$ cat config.mk
export PLATFORM = sky130hd
export DESIGN_NAME = page_pattern_scanner
export DESIGN_NICKNAME = d
export VERILOG_FILES = /design/src/rtl/page_pattern_scanner.sv
export SDC_FILE = /design/constraint.sdc
export NUM_CORES = 1
export LEC_CHECK = 0
export ABC_AREA = 1
export BUFFER_PORTS_ARGS = -buffer_cell sky130_fd_sc_hd__buf_2
export CORE_MARGIN = 8
export CORE_UTILIZATION = 40
export CTS_CLUSTER_SIZE = 24
export DETAILED_ROUTE_END_ITERATION = 8
export SYNTH_ARGS = -nofsm -noshare
export SYNTH_HDL_FRONTEND = slang
export SYNTH_SLANG_ARGS = --single-unit
$ cat constraint.sdc
create_clock -name clk -period 6.79 [get_ports clk]
set_input_delay 0.679 -clock clk [delete_from_list [all_inputs] [get_ports clk]]
set_output_delay 0.679 -clock clk [all_outputs]
set_load 0.05 [all_outputs]
$ cat src/rtl/page_pattern_scanner.sv
// Page-pattern scanner: one block of PPB pages per SCAN cycle vs NPAT patterns; optional `PAT_MASK_EN adds per-bit masks.
// start->busy 1 cycle, zero-hit scan ends after NOB+1 busy cycles; out_idx/out_valid hold while out_ready=0.
module page_pattern_scanner #(
  parameter int P_W  = 12,
  parameter int PPB  = 8,
  parameter int NOB  = 3,
  parameter int NPAT = 4,
  localparam int ARR_W = P_W * PPB * NOB,
  localparam int IDX_W = $clog2(PPB * NOB),
  localparam int CNT_W = $clog2(PPB * NOB + 1)
) (
  input  logic                  clk,
  input  logic                  rst,
  input  logic                  start,
  input  logic [ARR_W-1:0]      arr,
  input  logic [NPAT*P_W-1:0]   pat,
  input  logic [NPAT-1:0]       pat_en,
`ifdef PAT_MASK_EN
  input  logic [NPAT*P_W-1:0]   pat_mask,
`endif
  output logic                  busy,
  output logic                  out_valid,
  output logic [IDX_W-1:0]      out_idx,
  input  logic                  out_ready,
  output logic                  done,
  output logic [CNT_W-1:0]      match_cnt
);

  localparam int BLK_W = (NOB > 1) ? $clog2(NOB) : 1;
  localparam int PIDX_W = (PPB > 1) ? $clog2(PPB) : 1;
  localparam logic [BLK_W-1:0] LAST_BLK = BLK_W'(NOB - 1);

  localparam logic [1:0] IDLE = 2'd0;
  localparam logic [1:0] SCAN = 2'd1;
  localparam logic [1:0] EMIT = 2'd2;
  localparam logic [1:0] DONE = 2'd3;

  logic [1:0]                        state;
  logic [BLK_W-1:0]                  blk;
  logic [PPB-1:0]                    pend;
  logic [NOB-1:0][PPB-1:0][P_W-1:0]  arr_q;
  logic [NPAT-1:0][P_W-1:0]          pat_q;
  logic [NPAT-1:0]                   pat_en_q;
`ifdef PAT_MASK_EN
  logic [NPAT-1:0][P_W-1:0]          mask_q;
`endif

  logic [PPB-1:0][P_W-1:0] page_v;
  logic [PPB-1:0]          hit;
  logic [PPB-1:0]          pend_rest;
  logic [IDX_W-1:0]        blk_base;

  function automatic logic [PIDX_W-1:0] lowest(input logic [PPB-1:0] v);
    logic [PIDX_W-1:0] r;
    r = '0;
    for (int i = PPB - 1; i >= 0; i--) begin
      if (v[i]) r = PIDX_W'(i);
    end
    return r;
  endfunction

  // Block mux over constant selects so blk never indexes past NOB-1.
  always_comb begin
    page_v = '0;
    for (int b = 0; b < NOB; b++) begin
      if (blk == BLK_W'(b)) page_v = arr_q[b];
    end
  end

  // A page hits when any enabled pattern matches; several hits on one page still set one bit.
  always_comb begin
    hit = '0;
    for (int i = 0; i < PPB; i++) begin
      for (int j = 0; j < NPAT; j++) begin
`ifdef PAT_MASK_EN
        if (pat_en_q[j] && (((page_v[i] ^ pat_q[j]) & mask_q[j]) == '0)) hit[i] = 1'b1;
`else
        if (pat_en_q[j] && (page_v[i] == pat_q[j])) hit[i] = 1'b1;
`endif
      end
    end
  end

  assign pend_rest = pend & (pend - PPB'(1));
  assign blk_base  = IDX_W'(blk) * IDX_W'(PPB);

  always_ff @(posedge clk or negedge rst) begin
    if (!rst) begin
      state     <= IDLE;
      blk       <= '0;
      pend      <= '0;
      arr_q     <= '0;
      pat_q     <= '0;
      pat_en_q  <= '0;
`ifdef PAT_MASK_EN
      mask_q    <= '0;
`endif
      busy      <= 1'b0;
      out_valid <= 1'b0;
      out_idx   <= '0;
      done      <= 1'b0;
      match_cnt <= '0;
    end else begin
      done <= 1'b0;
      case (state)
        IDLE: begin
          if (start) begin
            arr_q     <= arr;
            pat_q     <= pat;
            pat_en_q  <= pat_en;
`ifdef PAT_MASK_EN
            mask_q    <= pat_mask;
`endif
            blk       <= '0;
            match_cnt <= '0;
            busy      <= 1'b1;
            state     <= SCAN;
          end
        end
        SCAN: begin
          pend <= hit;
          if (|hit) begin
            out_valid <= 1'b1;
            out_idx   <= blk_base + IDX_W'(lowest(hit));
            state     <= EMIT;
          end else if (blk == LAST_BLK) begin
            state <= DONE;
          end else begin
            blk <= blk + BLK_W'(1);
          end
        end
        EMIT: begin
          if (out_ready) begin
            match_cnt <= match_cnt + CNT_W'(1);
            pend      <= pend_rest;
            if (|pend_rest) begin
              out_idx <= blk_base + IDX_W'(lowest(pend_rest));
            end else begin
              out_valid <= 1'b0;
              if (blk == LAST_BLK) begin
                state <= DONE;
              end else begin
                blk   <= blk + BLK_W'(1);
                state <= SCAN;
              end
            end
          end
        end
        DONE: begin
          done  <= 1'b1;
          busy  <= 1'b0;
          state <= IDLE;
        end
        default: state <= IDLE;
      endcase
    end
  end

endmodule

-- Yosys cells after proc, flatten, opt, wreduce, memory -nomap -nowiden
Index checks and enable logic that the tools add are counted.
Widths: inputs -> output; s select.
- flip-flop bits (word level): 365
- bits in latches: 0
- bits in writable memories: 0
- ROM bits: 0
- output and inout port bits: 13
- memories: 0
- add/sub/neg operators: 5
- $mul: 0
- div/mod/pow operators: 0
- $lt $le $gt $ge: 0
- eq/ne operators: 44
- shift operators: 0
- mux-type cells: 85
- bitwise logic cells: 1
- reduce and logical (&&, ||, !) cells: 48
- operators with widths (cell ; count):
    $eq 12x12->1 ; 32
    $mux 96 ; 3
    $mux 3 ; 21
    $mux 1 ; 37
    $logic_and 1x1->1 ; 32
    $mux 5 ; 5
    $mux 2 ; 11
    $pmux 5 s2 ; 2
    $pmux 8 s2 ; 1
    $reduce_or 8->1 ; 2
    $ne 2x2->1 const B ; 6
    $reduce_and 4->1 ; 3
    $add 5x3->5 ; 2
    $and 8x8->8 ; 1
    $mux 8 ; 1
    $pmux 2 s4 ; 1
    $sub 8x1->8 const B ; 1
    $eq 2x2->1 const B ; 3
    $pmux 2 s3 ; 1
    $reduce_and 2->1 ; 3
    $reduce_bool 2->1 ; 3
    $add 5x1->5 const B ; 1
    $reduce_and 5->1 ; 1
    $eq 2x1->1 const B ; 2
    other kinds (6) ; 8

-- Longest topological paths before layout
- word-level depth: 23
- gate-level depth with buffers: 26
- mapped depth without buffers: 24

-- Least setup slack after synthesis
Ideal clock, no wire load.
- path kind: flip-flop to flip-flop
- start point: register blk[0]
- end point: register out_idx[0]
- setup time: 0.121 ns
- arrival: 2.412 ns
- required time: 6.669 ns
- setup slack: 4.257 ns
- cell stages (with the launch flop): 23
- buffers on the path: 2
- path through: dfrtp_1 inv_1 ha_1 inv_2 nor2_4 buf_6 buf_6 nand2_1 nand2_1 nand2_1 xor2_1 nand3_1 nor2_1 nand2_1 nand2_1 nor2_2 nand2_1 nor2_4 nand3_2 nand2_4 inv_2 nor2_1 a21oi_2
- word-level cells in the longest chain between the ends: 23
- ends and longest elaborated chain (element ; line ; RTL):
    from (decl) ; 39 ; logic [BLK_W-1:0] blk;
    from (signal assigned) ; 129 ; blk <= blk + BLK_W'(1);
    from (signal assigned) ; 143 ; blk <= blk + BLK_W'(1);
    $logic_not 2->1 ; 66 ; if (blk == BLK_W'(b)) page_v = arr_q[b];
    $mux 96 (2 in a row) ; 66 ;
    $mux 96 (*) ; 66 ;
    $eq 12x12->1 ; 78 ; if (pat_en_q[j] && (page_v[i] == pat_q[j])) hit[i] = 1'b1;
    $logic_and 1x1->1 ; 78 ;
    $mux 1 (4 in a row) ; 78 ;
    $mux 3 (8 in a row) ; 57 ; if (v[i]) r = PIDX_W'(i);
    $mux 3 ; 122 ; if (|hit) begin
    $mux 3 ; 105 ; case (state)
    $add 5x3->5 ; 124 ; out_idx <= blk_base + IDX_W'(lowest(hit));
    $mux 5 ; 122 ;
    $pmux 5 s2 ; 105 ;
    to (signal assigned) ; 124 ;
    to (signal assigned) ; 137 ; out_idx <= blk_base + IDX_W'(lowest(pend_rest));
    to (decl) ; 23 ; output logic [IDX_W-1:0] out_idx,
Mark *: on every way between the ends. The rest lies on a longest branch, timed or not. The select of a mux whose other input is x is not followed.
A chain may end at the register's enable or synchronous reset.

-- Worst setup path after layout
- start point: register blk[0]
- end point: register state[0]
- word-level cells in the longest chain between the ends: 13
- ends and longest elaborated chain (element ; line ; RTL):
    $logic_not 2->1 ; 66 ;
    $mux 96 (3 in a row) ; 66 ;
    $eq 12x12->1 ; 78 ;
    $logic_and 1x1->1 ; 78 ;
    $mux 1 (4 in a row) ; 78 ;
    $reduce_or 8->1 ; 122 ;
    $ne 3x3->1 (no line) or $mux 2 (tied branches) ; n/a ;
    $reduce_and 4->1 (no line) or $pmux 2 s4 (tied branches) ; n/a ;
    to (signal assigned) ; 89 ; state <= IDLE;
    to (signal assigned) ; 125 ; state <= EMIT;
    to (signal assigned) ; 127 ; state <= DONE;
    to (decl) ; 38 ; logic [1:0] state;
Parallel ways exist; a longest one is shown, timed or not.

==> flow_summary.toml <==
[run_status]
outcome = "completed"

[sta]
fin_skew_ps = 30.1
setup_violations = 0
tightest_slew_ps = 1120
slew_headroom_pct = 25.2
hold_viol = 0
fin_crit_ps = 4550
grt_setup_unrepaired = "no"
fin_ws_ps = 2240
finalSetupTns_ps = 0
hold_slack_ps = 97.8
fmax_mhz = 220
slew_violations = 0
post-route-period-util_pct = 67.0

[die]
coreArea_um2 = 56500
std_cell_rows = 87
start_util_pct = 40.5
dieArea_um2 = 65100
die_y_um = 255
ios = 357
die_x_um = 255

[detailed_routing]
drtIter0Drc = 3410
wire_per_inst_um = 24.4
wl_um = 113000
routed-via-count = 25310
vias_per_cell = 5.47
drc = 0
first_pass_iters = 6
ant_nets = 0

[clocking]
cts_tree = "built"
cts_max_path_buffers = 3
cts_root_buffer = "clkbuf_16"
clock_latency_ps = 600
cts_resized = 0
hold_buffers = 0
clk_pin_slew_worst_paths_ps = 60
postCtsSetupRepairBufs = 0
cts_inserted_buffers = 42
htreeDepth = 2
cts.sinks = 365

[synth]
synthArstFlopShare_pct = 100
synth_top_area_share_pct = 39.9
ys_seq_area_share_pct = 39.9
yosys_warnings = 0
synthFlopType = "dfrtp_1"
synthTopCellsByArea = "dfrtp_1 (40%), nand2_1 (30%), nand3_1 (7.0%)"
syn-num-nets = 3942
synth.distinct_cells = 35
synthMostInstantiatedCell = "nand2_1"
ys_seq_elements = 365
yosys.area.top_type = "dfrtp_1"
synth_commonest_cells = "nand2_1 (1,851), dfrtp_1 (365), nand3_1 (318)"
netlist_area_um2 = 22900
synth_cells = 3590
synth_edf_count = 0
syn_avg_cell_area_um2 = 6.37

[place]
postPlaceCellArea_um2 = 25100
dpl.cell_count = 4554
hpwlAfterDp_um = 80200
pre_cts_slack_ps = 2440
portBuffers = 356
gp_congestion = 1.04

[setup_path]
cp.arrival_ps = 5000
crit_type = "reg2reg"
endpoint_kind = "register"
crit_required_ps = 7250
cp-start-kind = "register"
critical_path_peak_fanout = 40

[power]
finalPower_mw = 16.1
peakVddDrop_mv = 0.226
p_leak_nw = 14.4
powerDensity_nw_per_um2 = 610

[final_layout]
layout.cells.non_filler = 4630
utilization_pct = 46.8
drive_gt1_share_pct = 14.2
fillCellCount = 6044
areaGrowthSynthToFinish_pct = 15.6
nets = 4194
final_area_um2 = 26500

[global_route]
grt_pass1_vias = 23878
antenna_found_initial = 2
grt_pass1_wl_um = 161000
grt_max_degree = 160
gr-usage-all-layers_pct = 33.9
grt_overflow_total = 0

[worst_hold_path]
hp-class = "in2async"

[job]
maxCapViolCount = 0
-- power breakdown --
group	switching [mW]	internal (mW)	leakage (nW)
registers	1.41	3.17	4.53
logic	6.76	2.50	9.15
clock network	0.981	1.32	0.691
-- critical path, stage by stage, from the launching register on --
cell     delay [ps]
dfrtp_1         420
inv_1           170
ha_1            540
inv_2            90
nor2_4          690
buf_12          320
nand2_1         110
nand2_2         140
nand2_2         120
o21ai_1         140
nor2_1           80
nand2_1          70
nor2_1           40
nand2_1          50
nand2_1          70
nor2_1          460
nand2_1         200
nor2_4          170
nand2_1         120
nor2_2          120
nand2_1          70
nand2_1          90
o21ai_1          60
-- cell families after synthesis --
logic type	after synthesis	share of synthesized area, %
buf+inv	355	6.65
fa+ha+maj	8	0.438
compound gates	352	8.07
xor+xnor	40	1.53
simple gates	2470	43.4
flops	365	39.9
-- cell type report --
class / instances / area, µm² / area share (%)
Multi-Input combinational cell: 2870 / 12300 / 46.3
Tap cell: 756 / 946 / 3.58
Sequential cell: 365 / 9130 / 34.5
Inverter: 182 / 691 / 2.61
Timing Repair Buffer: 381 / 2040 / 7.72
Clock buffer: 56 / 1180 / 4.48
Antenna cell: 1 / 2.50 / 0.00946
Clock inverter: 19 / 196 / 0.743
-- per-layer routing --
| layer | vias up | track usage, % | wire [µm] |
|---|---|---|---|
| li1 | 11740 | - | - |
| met2 | 1517 | 46.4 | 44300 |
| met1 | 11687 | 48.3 | 48100 |
| met4 | 6 | 16.6 | 6450 |
| met3 | 360 | 9.63 | 14200 |
| met5 | - | 0 | 42 |
-- path summary, 6_finish.rpt --
kind                            startpoint         end  slack, ps  cells past startpoint
worst max-delay path                blk[0]    state[0]       2240                     22
worst min-delay path                   rst  arr_q[247]        100                      1
worst max register to register      blk[0]    state[0]       2240                     22
worst min register to register    arr_q[4]    arr_q[4]        480                      2
max in group asynchronous              rst  arr_q[185]       5180                      2
min in group clk                   arr[44]   arr_q[44]        270                      3
-- registers in the layout, summed over array words and instances, names as in the netlist --
signal / count
pat_q: 48
arr_q: 288
pend: 8
out_valid: 1
busy: 1
done: 1
state: 2
pat_en_q: 4
blk: 2
out_idx: 5
match_cnt: 5
-- layout by cell type (no fill, tap or decap), drive strengths merged --
cell	instances
clkbuf	56
a211oi	1
a21oi	115
o211ai	24
diode	1
nor2	213
clkinv	26
bufinv	2
inv	173
and3	1
xor2	40
dfrtp	365
nor3	5
o31ai	2
a31o	2
buf	381
nor3b	1
or2	9
ha	8
nand2	1919
nor4	1
nand4	2
o21ai	204
o22ai	4
nand3	319
(Power assumes the default switching activity.)
